`src/rtl/uart_rx_fifo.sv`:
```
// UART receiver (configurable width/parity, start-glitch rejection) feeding a first-word
// fall-through RX FIFO, with sticky framing/parity/overrun flags.
//
// state   | meaning
// IDLE    | line idle, waiting for a falling edge on rxs
// START   | half-bit wait, then confirm the start bit is still low
// DATA    | sampling DATA_BITS data bits, LSB first
// PAR     | sampling the parity bit
// STOP    | sampling the stop bit; push, discard or flag
// WAIT_HI | framing error seen, waiting for the line to return high
module uart_rx_fifo #(
    parameter int CLKS_PER_BIT = 1250,
    parameter int DATA_BITS    = 8,
    parameter int PARITY       = 0,
    parameter int FIFO_DEPTH   = 16,
    parameter int AW           = $clog2(FIFO_DEPTH)
) (
    input  logic                 clk,
    input  logic                 rst,
    input  logic                 rx_pin,
    input  logic                 rd_en,
    output logic [DATA_BITS-1:0] rd_data,
    output logic                 rd_valid,
    output logic [AW:0]          count,
    output logic                 frame_err,
    output logic                 parity_err,
    output logic                 overrun,
    input  logic                 err_clr
);
    localparam int CW = $clog2(CLKS_PER_BIT);
    localparam logic [CW-1:0] HALF_LOAD = CW'(CLKS_PER_BIT / 2 - 1);
    localparam logic [CW-1:0] FULL_LOAD = CW'(CLKS_PER_BIT - 1);
    localparam logic [2:0]    LAST_BIT  = 3'(DATA_BITS - 1);
    localparam logic [AW:0]   DEPTH     = (AW + 1)'(FIFO_DEPTH);

    typedef enum logic [2:0] {IDLE, START, DATA, PAR, STOP, WAIT_HI} state_t;

    state_t                 state_q, state_d;
    logic                   sync1_q, rxs_q;
    logic [CW-1:0]          cnt_q, cnt_d;
    logic [2:0]             bit_idx_q, bit_idx_d;
    logic [DATA_BITS-1:0]   shift_q, shift_d;
    logic                   par_bit_q, par_bit_d;
    logic [AW-1:0]          rd_ptr_q, rd_ptr_d, wr_ptr_q, wr_ptr_d;
    logic [AW:0]            count_q, count_d;
    logic                   frame_err_q, frame_err_d;
    logic                   parity_err_q, parity_err_d;
    logic                   overrun_q, overrun_d;
    logic [DATA_BITS-1:0]   mem_q [FIFO_DEPTH];
    logic [DATA_BITS-1:0]   mem_d [FIFO_DEPTH];

    logic tick, pop, push, par_ok, fe_set, pe_set, ov_set;

    always_ff @(posedge clk) begin
        if (rst) begin
            sync1_q      <= 1'b1;
            rxs_q        <= 1'b1;
            state_q      <= IDLE;
            cnt_q        <= '0;
            bit_idx_q    <= '0;
            shift_q      <= '0;
            par_bit_q    <= 1'b0;
            rd_ptr_q     <= '0;
            wr_ptr_q     <= '0;
            count_q      <= '0;
            frame_err_q  <= 1'b0;
            parity_err_q <= 1'b0;
            overrun_q    <= 1'b0;
        end else begin
            sync1_q      <= rx_pin;
            rxs_q        <= sync1_q;
            state_q      <= state_d;
            cnt_q        <= cnt_d;
            bit_idx_q    <= bit_idx_d;
            shift_q      <= shift_d;
            par_bit_q    <= par_bit_d;
            rd_ptr_q     <= rd_ptr_d;
            wr_ptr_q     <= wr_ptr_d;
            count_q      <= count_d;
            frame_err_q  <= frame_err_d;
            parity_err_q <= parity_err_d;
            overrun_q    <= overrun_d;
        end
    end

    // Storage needs no reset: rd_data is masked while the FIFO is empty.
    always_ff @(posedge clk) begin
        mem_q <= mem_d;
    end

    assign tick   = (cnt_q == '0);
    assign pop    = rd_en && (count_q != '0);
    assign par_ok = ((^shift_q) ^ par_bit_q) == (PARITY == 1);

    always_comb begin
        state_d   = state_q;
        cnt_d     = tick ? cnt_q : cnt_q - 1'b1;
        bit_idx_d = bit_idx_q;
        shift_d   = shift_q;
        par_bit_d = par_bit_q;
        push      = 1'b0;
        fe_set    = 1'b0;
        pe_set    = 1'b0;
        ov_set    = 1'b0;
        unique case (state_q)
            IDLE: begin
                if (!rxs_q) begin
                    state_d   = START;
                    cnt_d     = HALF_LOAD;
                    bit_idx_d = '0;
                end
            end
            START: begin
                if (tick) begin
                    if (rxs_q) begin
                        state_d = IDLE;
                    end else begin
                        state_d = DATA;
                        cnt_d   = FULL_LOAD;
                    end
                end
            end
            DATA: begin
                if (tick) begin
                    shift_d[bit_idx_q] = rxs_q;
                    cnt_d              = FULL_LOAD;
                    if (bit_idx_q == LAST_BIT) begin
                        state_d = (PARITY != 0) ? PAR : STOP;
                    end else begin
                        bit_idx_d = bit_idx_q + 1'b1;
                    end
                end
            end
            PAR: begin
                if (tick) begin
                    par_bit_d = rxs_q;
                    cnt_d     = FULL_LOAD;
                    state_d   = STOP;
                end
            end
            STOP: begin
                if (tick) begin
                    state_d = IDLE;
                    if (!rxs_q) begin
                        fe_set  = 1'b1;
                        state_d = WAIT_HI;
                    end else if ((PARITY != 0) && !par_ok) begin
                        pe_set = 1'b1;
                    end else if ((count_q == DEPTH) && !pop) begin
                        ov_set = 1'b1;
                    end else begin
                        push = 1'b1;
                    end
                end
            end
            WAIT_HI: begin
                if (rxs_q) state_d = IDLE;
            end
            default: state_d = IDLE;
        endcase
    end

    always_comb begin
        mem_d    = mem_q;
        wr_ptr_d = wr_ptr_q;
        rd_ptr_d = rd_ptr_q;
        count_d  = count_q;
        if (push) begin
            mem_d[wr_ptr_q] = shift_q;
            wr_ptr_d        = wr_ptr_q + 1'b1;
        end
        if (pop) rd_ptr_d = rd_ptr_q + 1'b1;
        if (push && !pop) count_d = count_q + 1'b1;
        else if (pop && !push) count_d = count_q - 1'b1;
        frame_err_d  = fe_set | (frame_err_q & ~err_clr);
        parity_err_d = pe_set | (parity_err_q & ~err_clr);
        overrun_d    = ov_set | (overrun_q & ~err_clr);
    end

    assign rd_valid   = (count_q != '0);
    assign rd_data    = rd_valid ? mem_q[rd_ptr_q] : '0;
    assign count      = count_q;
    assign frame_err  = frame_err_q;
    assign parity_err = parity_err_q;
    assign overrun    = overrun_q;
endmodule

```
`config.mk`:
```
export PLATFORM = sky130hd
export DESIGN_NAME = uart_rx_fifo
export DESIGN_NICKNAME = d
export VERILOG_FILES = /design/src/rtl/uart_rx_fifo.sv
export SDC_FILE = /design/constraint.sdc
export NUM_CORES = 1
export LEC_CHECK = 0
export CAP_MARGIN = 5
export CORE_MARGIN = 5
export CORE_UTILIZATION = 45
export DETAILED_ROUTE_END_ITERATION = 8
export GPL_TIMING_DRIVEN = 0
export PLACE_DENSITY = 0.68
export SYNTH_ARGS = -nofsm -noshare
export SYNTH_HDL_FRONTEND = slang
export SYNTH_SLANG_ARGS = --single-unit
export TNS_END_PERCENT = 30
```
`constraint.sdc`:
```
create_clock -name clk -period 4 [get_ports clk]
set_input_delay 0.4 -clock clk [delete_from_list [all_inputs] [get_ports clk]]
set_output_delay 0.4 -clock clk [all_outputs]
set_load 0.05 [all_outputs]
```
After elaboration in Yosys (flattened, before gate mapping):

Index checks and enable logic that the tools add are counted.

* logic and storage cells: 122
* input port bits: 5
* output and inout port bits: 17
* register bits after elaboration: 171

* add/sub/neg operators: 6
* reduce and logical (&&, ||, !) cells: 17
* multiplexer cells: 43
* eq/ne operators: 15
* bitwise gates (word level): 8
* magnitude comparators: 5

Operators by type and width (number)
* 128-bit bitwise mux: 1
* 11-bit 2-to-1 mux: 5
* 3-bit 2-to-1 mux: 11
* 11-bit one-hot mux with 3 select lines: 1
* 8-bit binary-select mux with 4-bit select: 1
* 8-bit demux with 4-bit select: 1
* 8-bit 2-to-1 mux: 4
* 3-bit one-hot mux with 6 select lines: 1
* 2-bit inequality test (second input constant): 8
* 1-bit 2-to-1 mux: 12
* 11-bit zero test: 1
* 11-bit by 1-bit subtractor with 11-bit output (second input constant): 1
* 5-bit >= comparator (second input constant): 2
* 5-bit 2-to-1 mux: 2
* 4-bit inverter with 5-bit output: 2
* 3-bit equality test (second input constant): 3
* 4-bit by 1-bit adder with 4-bit output (second input constant): 2
* 8-bit bitwise mux: 1
* 7-bit AND reduction: 1
* 3-bit by 2-bit equality test with 1-bit output (second input constant): 2
* 1-bit logical AND: 6
* 3-bit one-hot mux with 2 select lines: 1
* 5-bit by 1-bit adder with 5-bit output (second input constant): 1
* 5-bit equality test (second input constant): 1
* 18 further kinds: 23

Logic depth before layout (Yosys ltp):

* depth in word-level cells: 12
* depth in mapped cells: 15
* gate-level depth less buffers: 13

Worst setup path after synthesis:

Ideal clock, no wire load.

* path kind: register to register
* from: reg count_q[0], in the netlist count[0]
* to: reg count_q[4], in the netlist count[4]
* data required time: 3879 ps
* data arrival time: 3026 ps
* path slack: 853 ps
* library setup time: 121 ps
* path buffers: 2
* cell stages (with the launch flop): 13
* period minus slack after synthesis: 3147 ps
* cell sequence: dfxtp_1 or4_1 clkbuf_1 o21ai_2 nor2_2 buf_2 ha_1 inv_1 ha_1 a21oi_1 a211oi_1 a31oi_1 mux2_2

* word-level cells in the longest chain between the ends: 11
* elaborated cells between the ends (all ways): 17
* classes of those cells: 2 x add/sub; 1 x eq/ne; 6 x mux; 8 x reduce/logical

RTL lines
* start, declared: RTL line 45 `logic [AW:0] count_q, count_d;`
* start signal, assigned: RTL line 79 `count_q <= count_d;`
* 5-bit nonzero test: RTL line 92 `assign pop = rd_en && (count_q != '0);`
* 1-bit logical AND: RTL line 92
* 1-bit zero test: RTL line 149 `end else if ((count_q == DEPTH) && !pop) begin`
* 1-bit logical AND *: RTL line 149
* 1-bit 2-to-1 mux *: RTL line 149
* 1-bit 2-to-1 mux *: RTL line 144 `if (!rxs_q) begin`
* 1-bit 2-to-1 mux *: RTL line 142 `if (tick) begin`
* 1-bit 2-to-1 mux *: RTL line 105 `unique case (state_q)`
* via push: RTL line 52 `logic tick, pop, push, par_ok, fe_set, pe_set, ov_set;`
* 1-bit zero test: RTL line 174 `else if (pop && !push) count_d = count_q - 1'b1;`
* 1-bit logical AND: RTL line 174
* 2-bit nonzero test (no source line)

The timed path passes the listed nets; every way through them passes the cells marked *. The select of a mux whose other input is x is not followed.
A chain may end at the register's enable or synchronous reset.

Worst setup path after layout:

* from: reg rd_ptr_q[2]
* to: out rd_data[0]

* word-level cells in the longest chain between the ends: 5

RTL lines
* start, declared: RTL line 44 `logic [AW-1:0] rd_ptr_q, rd_ptr_d, wr_ptr_q, wr_ptr_d;`
* start signal, assigned: RTL line 77 `rd_ptr_q <= rd_ptr_d;`
* 4-bit inverter with 5-bit output (not written as such): RTL line 181 `assign rd_data = rd_valid ? mem_q[rd_ptr_q] : '0;`
* 8-bit binary-select mux with 4-bit select: RTL line 181
* 8-bit 2-to-1 mux (not written as such) (2 in a row): RTL line 181
* 8-bit 2-to-1 mux: RTL line 181
* end, declared: RTL line 22 `output logic [DATA_BITS-1:0] rd_data,`

No other way between the ends. The select of a mux whose other input is x is not followed.

==> summary.md <==
| Metric | Value |
|---|---|
| Compound-cell area share of the yosys netlist | 0.06295 |
| Hold slack | between 400 and 500 ps |
| Arrival @ worst endpoint | 3320 ps |
| Synth Warn # | 0 |
| Via density | approximately 5.7 |
| Normalized max-slew margin | 0.5168 |
| DR iter-0 viols | 364 |
| Largest vdd supply drop | 422.9 uV |
| Core box area | roughly 16000 um2 |
| Max Cap Viol | 0 |
| Total wire length | 15040 um |
| Async SR Flop Fraction | 0 |
| Required time at the worst-slack endpoint | 3600 ps |
| Drt first pass iters | 5 |
| Total Die Area | 19000 um2 |
| Startpoint types | flop |
| Final min period | 3722 ps |
| Post-synthesis xor/xnor area fraction | 0.008336 |
| Yosys reg bits | 171 |
| Post-synthesis instance area | about 7400 um2 |
| Outcome | completed |
| Number of global-route vias before repair | 4366 |
| Clock sinks | 171 |
| CP Class | reg -> out |
| Worst Setup End Kind | output pin |
| Worst Skew | just under 10 ps |
| Top-area cell type share of the netlist area | 0.5226 |
| Initial Util | 0.4613 |
| Largest net degree at the start of global routing | 18 |
| Global-route wire length before repair | 24100 um |
| Share of cells above drive strength 1 | 0.1520 |
| Area growth syn-to-layout | 14.94% |
| Syn Area/Cell | between 10 and 15 um2 |
| Synth Area in Simple Gates | 0.1108 |
| RD Place Congestion | around 0.84 |
| Final Max Slew Viols | 0 |
| Via total after detailed routing | 4328 |
| Clk pin slew, worst setup/hold paths | 60 ps |
| Post-synth cell types | 52 |
| Drt wl/cell | 19.74 um |
| Tot GR Track Use | 0.1720 |
| Final worst setup slack | about 280 ps |
| Max Fanout on Critical Path | 10 |
| Post-cts repair resize count | 0 |
| Worst Max-Slew Pin Slew | 723.8 ps |
| DP Wirelength | 9917 um |
| CTS tree | done |
| # IOs | 22 |
| Final period util | 0.9306 |
| Placed cells | 732 |
| Final setup viols | 0 |
| Initial antenna violation count | 0 |
| Post-Layout Cell Count | about 760 |
| Num rows | 46 |
| Syn Inst Count | 496 |
| Diodes inserted | 0 |
| GRT Residual Overflow | 0 |
| # hold bufs at CTS | 0 |
| Post-synth EDFFs | 128 |
| Syn Nets | 516 |
| Chip width | 137.8 um |
| Synth area leader | edfxtp_1 |
| Clock H-tree levels | 4 |
| Pre-CTS setup slack | 514.1 ps |
| Total Neg Setup Slack | 0 ps |
| DRC | 0 |
| Nets@finish | 554 |
| Sequential area share after synthesis | 0.6397 |
| Die height | 137.8 um |
| Buffers on Ports | 20 |
| Combinational family with the most area after synthesis | multiplexers |
| Cells taking the most area after synthesis | edfxtp_1 52%, dfxtp_1 12%, mux4_2 9.8% |
| Insertion delay to the later sink of the worst-skew pair | 420 ps |
| Mux contribution to synthesized area | 0.1284 |
| Area share of fa/ha/maj cells after synthesis | 0.02654 |
| Ys flop type | edfxtp_1 |
| CTS Buffer Depth | 2 |
| Hold crit path type | reg -> reg |
| CTS Buf Count | 17 |
| Root Buffer | clkbuf_16 |
| Post-route antenna net violation count | 0 |
| FMAX | around 0.27 GHz |
| RSZ-0062 raised after global routing | no |
| Final hold vios | 0 |
| Leakage | around 2.8 nW |
| Power per cell area | 607.4 nW/um2 |
==> cell usage after synthesis, types with 2 or more instances <==
cell and count:
a21bo_2 3, o31a_1 4, nor4bb_1 3, nand2_1 9
and3_1 19, a31oi_1 2, inv_1 11, a21o_1 4
mux2i_1 19, nand3_1 14, nor4_1 4, a21oi_1 22
buf_2 9, or2_2 2, nor4b_1 2, buf_1 2
nand4b_1 3, nor2_1 33, ha_1 14, a211oi_1 19
xor2_1 5, and4_1 2, nand4_1 2, nand3b_1 2
clkbuf_1 16, or3_1 2, edfxtp_1 128, nor3_1 4
o31ai_1 4, mux2_2 3, dfxtp_1 43, o211ai_1 4
or4_1 4, nor2b_1 15, xnor2_1 2, mux4_2 32
nand2b_1 15
==> placed cells by master, fill, tap and decap left out, drive strengths merged, types with 19 or more instances in the layout <==
cell type	Yosys	layout
edfxtp	128	128
dfxtp	43	43
clkbuf	16	36
nor2	34	34
mux4	32	32
a21oi	22	22
clkdlybuf4s50	0	20
and3	19	19
mux2i	19	19
a211oi	19	19
==> sequential cells by signal (all words and copies together), names as in the netlist <==
name	count
mem_q	128
cnt_q	11
shift_q	8
count	5
rd_ptr_q	4
wr_ptr_q	4
bit_idx_q	3
state_q	3
frame_err	1
overrun	1
parity_err	1
rxs_q	1
sync1_q	1
==> per-layer routing <==
layer | share of wire | vias up | global-route usage
met5 | 0 | - | 0
met4 | 0.012 | 0 | 0.04720
met3 | 0.065 | 17 | 0.05040
met2 | 0.48 | 130 | 0.2698
met1 | 0.44 | 2171 | 0.2354
li1 | - | 2010 | -
==> through the flow <==
| step | instance area, um2 | utilization | total power (W) |
|---|---|---|---|
| floorplan | 7355 | - | 0.003062 |
| global placement | 7825 | 0.4908 | 0.003396 |
| detailed placement | 7825 | 0.4908 | 0.003425 |
| CTS | 8457 | 0.5305 | 0.005167 |
| global route | 8453 | 0.5302 | 0.005385 |
| finish | 8453 | 0.5302 | 0.005134 |
==> where the power goes <==
group | switching [W] | internal (W) | total, W
combinational | 0.000820 | 0.000522 | 0.00134
sequential | 0.0000890 | 0.00195 | 0.00204
clock | 0.000649 | 0.00110 | 0.00175
total | 0.00156 | 0.00358 | 0.00513
==> worst paths after layout <==
path / start / end / slack (ps) / cells past startpoint
max: rd_ptr_q[2]$_SDFFE_PP0P_ / rd_data[0] / 280 / 6
min: sync1_q$_SDFF_PP1_ / rxs_q$_SDFF_PP1_ / 420 / 1
max reg2reg: cnt_q[0]$_SDFF_PP0_ / count[4]$_SDFFE_PP0P_ / 480 / 15
min reg2reg: sync1_q$_SDFF_PP1_ / rxs_q$_SDFF_PP1_ / 420 / 1
==> layout make-up <==
cell class	instances	area, um2
Fill cell	1319	7490
Clock buffer	20	436.7
Sequential cell	171	4705
Multi-Input combinational cell	285	2479
Clock inverter	11	195.2
Inverter	12	47.55
Timing Repair Buffer	20	200.2
Tap cell	216	270.3
Buffer	27	120.1
==> logic make-up after synthesis <==
logic type	Yosys count
adder cells (fa/ha/maj)	15
multiplexers	54
AND/OR/NAND/NOR	141
XOR/XNOR	7
AO/OA/AOI/OAI	68
flip-flops	171
buffers and inverters	40
==> worst max-delay path: stages (launching register included) <==
cell and delay (ps):
dfxtp_1 320, clkbuf_1 430, buf_2 380, buf_2 360, mux2i_1 170, a211oi_1 350
clkdlybuf4s50_1 880
==> what timing repair did <==
action,4_1_cts,5_1_grt
endpoints found under the setup margin,0,5
hold endpoints to repair,0,0
buffers inserted,0,0
No activity file was read; power rests on OpenSTA's default activity.
==> variant 1: new RTL, same flow settings <==
Set the parameter `PARITY` to 1 (it was 0).
--- a/src/rtl/uart_rx_fifo.sv
+++ b/src/rtl/uart_rx_fifo.sv
@@ -11,7 +11,7 @@
 module uart_rx_fifo #(
     parameter int CLKS_PER_BIT = 1250,
     parameter int DATA_BITS    = 8,
-    parameter int PARITY       = 0,
+    parameter int PARITY       = 1,
     parameter int FIFO_DEPTH   = 16,
     parameter int AW           = $clog2(FIFO_DEPTH)
 ) (
Formal check against the unedited RTL: no difference found for any inputs over 10 cycles, from zero or initial values and one cycle with rst high; that may be too few to reach the edited logic, so the function may still have changed.
==> variant 1 against the unedited design <==
First-iteration DRC count increased by 3.8%. Worst hold slack got worse by 0.16 ns. Clock power decreased by 4%. Worst setup slack got worse by 0.17 ns. Wire length decreased by 4.8%. Sequential cell count increased by 1. Final area increased by 0.24%. Clock skew decreased by 0.0012 ns. Area after synthesis about the same. Via count decreased by 4.4%. Non-clock buffer count increased by 6. Power increased by 2.8%.
==> variant 1: results (changes against the unedited design) <==
Ranking of synthesized cells by instance count: sky130_fd_sc_hd__edfxtp_1, sky130_fd_sc_hd__nor2_1, sky130_fd_sc_hd__dfxtp_1, sky130_fd_sc_hd__mux4_2, sky130_fd_sc_hd__a21oi_1 (was sky130_fd_sc_hd__edfxtp_1, sky130_fd_sc_hd__dfxtp_1, sky130_fd_sc_hd__nor2_1, sky130_fd_sc_hd__mux4_2, sky130_fd_sc_hd__a21oi_1). The number of distinct library cell variants in the gate-level netlist after synthesis is 55 (was 52), and the total number of nets in the final design is 548 (was 554). The number of clock sinks is 172 (was 171). For the area taken by flip-flops and latches, the log shows 4730 um^2 (was 4705 um^2). The share of cell area taken by multi-input logic gates is 0.2848 (was 0.2932), and the relative contribution of the clock network to total power is 0.319 (was 0.342). The logs give 378 (was 364) for the starting DRC count in detailed routing and 9672 um (was 9917 um) for the half-perimeter wire length of the detailed placement result. The multi-input gate count came out at 270 (was 285).

The worst setup path endpoint was rd_data[7] (was rd_data[0]). The type of the most critical hold path was in2reg (was reg2reg). The logs give 505 (was 516) for the synthesized netlist net count and 1,279 (was 1,319) for the number of fillers in the final layout. The internal portion of total power was 3.638 mW (was 3.577 mW).

The startpoint of the worst-slack reg-to-reg timing path is shift_q[3] (was cnt_q[0]). The length in cells of the worst reg-to-reg path is 13 (was 15). The final-layout non-clock buffer area share is 0.04607 (was 0.03789).

The per-cell via count in the routed design was 5.468 (was 5.680); the worst clock skew on the final layout was 0.008597 ns (was 0.009808 ns). The post-placement cell count is 725 (was 732), and the synthesized area per cell is 15.15 um^2 (was 14.83 um^2). The flow ran to the end, and the final reports show no timing, DRC or antenna violations. The tools report the via count of the first global-routing pass as 4,092 (was 4,366). The tools report the first element of the critical path as rd_ptr_q[1] (was rd_ptr_q[2]).

The tools report the wire length of the first global-routing pass as 22,670 um (was 24,100 um). The clock network area share was 0.07280 (was 0.07475). The run gives 0.3658 (was 0.5168) as the worst max-slew margin expressed relative to the limit. Count of buffers not belonging to the clock network in the layout: 53 (was 47).

Count of non-filler cells in the finished layout: 757 (was 762). The logs give 0.32 ns (was 0.48 ns) for the register-to-register path setup slack and 14,320 um (was 15,040 um) for the wire length after detailed routing.
==> variant 1: cell count changes in the layout (fill, tap and decap cells not counted), sizes merged, moves of 8 or more <==
| cell | unedited run | this run |
|---|---|---|
| a211oi | 19 | 3 |
| nand3 | 14 | 6 |
| mux2i | 19 | 9 |
| nor3 | 4 | 15 |
| nor2b | 15 | 2 |
| mux4 | 32 | 40 |
| nor2 | 34 | 54 |
| nand2b | 15 | 4 |
| and3 | 19 | 2 |
| xnor2 | 2 | 10 |
| and2 | 1 | 11 |
==> variant 1: kinds of logic after synthesis <==
| group | after synthesis | share of synthesized area |
|---|---|---|
| XOR/XNOR | 22 | 0.03031 |
| adder cells (fa/ha/maj) | 15 | 0.02656 |
| flip-flops | 172 | 0.6429 |
| multiplexers | 49 | 0.1349 |
| AND/OR/NAND/NOR | 139 | 0.1001 |
| AO/OA/AOI/OAI | 45 | 0.03661 |
| buffers and inverters | 43 | 0.02861 |
==> variant 1: stage by stage <==
stage	utilization	hold WS, ns	instance area, um^2	setup WS, ns	power (mW)
2_1_floorplan	-	0.3895	7348	0.4316	3.211
3_3_place_gp	0.4904	0.4003	7819	0.2100	3.586
3_5_place_dp	0.4923	0.4117	7849	0.1324	3.634
4_1_cts	0.5310	0.2441	8466	0.05696	5.317
5_1_grt	0.5315	0.2565	8473	0.0004954	5.522
6_report	0.5315	0.2609	8473	0.1118	5.279
==> variant 1: routing by layer <==
metal  vias up  track usage  share of wire
li1       1921            -              -
met1      2080       0.2253           0.45
met2       113       0.2570           0.48
met3        25      0.03178          0.051
met4         0      0.05982          0.017
met5         -            0              0
==> variant 1: repair_timing <==
item                                    4_1_cts  5_1_grt
gates resized for setup                       0        7
endpoints found under the setup margin        0        7
hold buffers                                  0        0
==> variant 2: new RTL, config.mk and constraints unchanged <==
Without the edit above. The 6 states of `state_t` get a Gray code encoding in 3 bits.
--- a/src/rtl/uart_rx_fifo.sv
+++ b/src/rtl/uart_rx_fifo.sv
@@ -33,7 +33,7 @@
     localparam logic [2:0]    LAST_BIT  = 3'(DATA_BITS - 1);
     localparam logic [AW:0]   DEPTH     = (AW + 1)'(FIFO_DEPTH);
 
-    typedef enum logic [2:0] {IDLE, START, DATA, PAR, STOP, WAIT_HI} state_t;
+    typedef enum logic [2:0] {IDLE = 3'b000, START = 3'b001, DATA = 3'b011, PAR = 3'b010, STOP = 3'b110, WAIT_HI = 3'b111} state_t;
 
     state_t                 state_q, state_d;
     logic                   sync1_q, rxs_q;
Check against the original RTL: same outputs for any inputs over 10 cycles, from zero or initial values and one cycle with rst high; not proved beyond that.
==> variant 2 against the unedited design <==
Worst setup slack worse by 0.11 ns. Wire length is 5.6% lower. Sequential share of layout area is 0.92 points higher. Area after synthesis is 1.6% lower. Via count is 4.5% lower. Final area is 1.6% lower. Cell count is 1.8% lower. Die area is 1.5% lower. Critical endpoint is now count[4]. Clock skew is 0.0021 ns higher. Largest cell class unchanged. Power is 3.4% lower. Utilization is 0.48 points lower. Sequential cell count stayed put. Synthesized cell count is 4.0% lower.
==> variant 2: results (changes against the unedited design) <==
The flow ran to the end, and the final reports show no timing, DRC or antenna violations. The tools report the reg-to-reg endpoint as count[4] (unchanged). The tools report the synthesized netlist net count as 495 (was 516). Maximum ir drop on the vdd rail: 0.3780 mV (was 0.4229 mV).

The run gives 4 (was 5) as the number of optimization iterations in the first detailed-route pass. Endpoint of the worst hold-timing path: rxs_q (unchanged). The logs give 2.803 nW (was 2.795 nW) for the static leakage and 6228 um (was 6632 um) for the wire length the detailed router placed on met1. For the starting DRC count in detailed routing, the log shows 251 (was 364). The total of buffers placed on input and output ports came out at 21 (was 20). The maximum number of pins on one net before global-route repair is 19 (was 18). The per-cell via count in the routed design is 5.527 (was 5.680), and the total number of nets in the final design is 538 (was 554).

The clock slew at the register clock pins of the worst setup and hold paths was 0.07 ns; the wire length per cell was 18.99 um (was 19.74 um). For the total global-route track usage, the log shows 0.1619 (was 0.1720). The post-synthesis sequential area ratio is 0.6498 (was 0.6397). Largest stage delay on the critical path: 0.45 ns (was 0.88 ns). The worst max-slew margin expressed relative to the limit came out at 0.3693 (was 0.5168). The share of Yosys cell area claimed by the top area cell type works out to 0.5309 (was 0.5226). Cell with the largest stage delay on the worst path: sky130_fd_sc_hd__or4b_1 (was sky130_fd_sc_hd__clkdlybuf4s50_1). For the routed length on met3, the log shows 720 um (was 981 um). The tools report the number of distinct library cell variants in the gate-level netlist after synthesis as 55 (was 52). The tools report the first element of the critical path as cnt_q[0] (was rd_ptr_q[2]). The via count of the first global-routing pass is 4,120 (was 4,366). Cell types with the largest area share after synthesis: sky130_fd_sc_hd__edfxtp_1, sky130_fd_sc_hd__dfxtp_1, sky130_fd_sc_hd__mux4_2 (unchanged). The register-to-register path setup slack is 0.17 ns (was 0.48 ns). The tools report the half-perimeter wire length of the detailed placement result as 9435 um (was 9917 um). Ranking of synthesized cells by instance count: sky130_fd_sc_hd__edfxtp_1, sky130_fd_sc_hd__dfxtp_1, sky130_fd_sc_hd__nor2_1, sky130_fd_sc_hd__mux4_2, sky130_fd_sc_hd__mux2i_1 (was sky130_fd_sc_hd__edfxtp_1, sky130_fd_sc_hd__dfxtp_1, sky130_fd_sc_hd__nor2_1, sky130_fd_sc_hd__mux4_2, sky130_fd_sc_hd__a21oi_1).

For the routability congestion estimate from global placement, the log shows 0.8407 (was 0.8429). The logs give 7089 um (was 7246 um) for the detailed-routed wire length on met2 and 7727 um^2 (was 7825 um^2) for the cell area after placement. The proportion of layout cells with a drive suffix above 1 works out to 0.1692 (was 0.1520). Family of cells with the greatest summed delay on the critical path: simple AND/OR/NAND/NOR gates (was buffers and inverters).

The worst clock skew on the final layout is 0.01193 ns (was 0.009808 ns). The tools report the wire length of the first global-routing pass as 22,490 um (was 24,100 um).
variant 2: cell count changes after synthesis, sizes merged, moves of 5 or more:
| cell | change |
|---|---|
| a211oi | -17 |
| nand2b | -10 |
| a21oi | -9 |
| mux2i | +9 |
| o22ai | +7 |
| and3 | -6 |
| nor2 | +6 |
| nand3 | -5 |
| o21ai | +5 |
variant 2: final cells by class:
| class | count | area [um^2] |
|---|---|---|
| Tap cell | 216 | 270.3 |
| Fill cell | 1295 | 7512 |
| Inverter | 11 | 41.29 |
| Sequential cell | 171 | 4705 |
| Clock inverter | 15 | 145.1 |
| Buffer | 26 | 108.9 |
| Timing Repair Buffer | 24 | 232.7 |
| Clock buffer | 17 | 425.4 |
| Multi-Input combinational cell | 268 | 2387 |
variant 2: timing repair:
item / in CTS / in global routing
gates resized for setup: 0 / 1
endpoints found under the hold margin: 0 / 0
setup endpoints to repair: 0 / 1
buffers inserted: 0 / 2
variant 2: stage by stage:
stage / setup WS [ns] / utilization / TNS [ns] / std cells / hold WS (ns)
2_1_floorplan: 0.5262 / - / 0 / 476 / 0.3895
3_3_place_gp: 0.1353 / 0.4877 / 0 / 713 / 0.3938
3_5_place_dp: 0.06234 / 0.4882 / 0 / 714 / 0.3973
4_1_cts: 0.04615 / 0.5243 / 0 / 746 / 0.4137
5_1_grt: -0.0002260 / 0.5254 / -0.0002260 / 748 / 0.4228
6_report: 0.1668 / 0.5254 / 0 / 748 / 0.4152
variant 2: power breakdown:
| part | leakage (nW) | switching (mW) | internal, mW |
|---|---|---|---|
| clock network | 0.281 | 0.744 | 0.831 |
| registers | 1.54 | 0.0591 | 1.94 |
| logic | 0.987 | 0.824 | 0.557 |
variant 2: worst max-delay path by stage:
stage | end | cells past startpoint | slack [ns]
floorplan | count[4] | 15 | 0.53
global placement | count[4] | 15 | 0.14
detailed placement | count[4] | 15 | 0.06
CTS | count[4] | 15 | 0.05
global route | count[4] | 15 | -0.0002
finish | count[4] | 15 | 0.17
variant 2: cell families (layout without fill, tap and decap cells):
logic type                 after synthesis  in the layout  share of synthesized area
AOI/OAI and AO/OA                       49             49                    0.04234
muxes                                   63             63                     0.1434
and+or+nand+nor                        130            130                     0.1039
adders and majority gates               14             14                    0.02523
DFF                                    171            171                     0.6498
buffers and inverters                   37             93                    0.02074
xor gates and xnor gates                12             12                    0.01452
variant 2: metal layers:
| layer | global-route usage | up-vias |
|---|---|---|
| met5 | 0 | - |
| met1 | 0.2190 | 2076 |
| li1 | - | 1927 |
| met4 | 0.05155 | 0 |
| met2 | 0.2645 | 116 |
| met3 | 0.03346 | 15 |
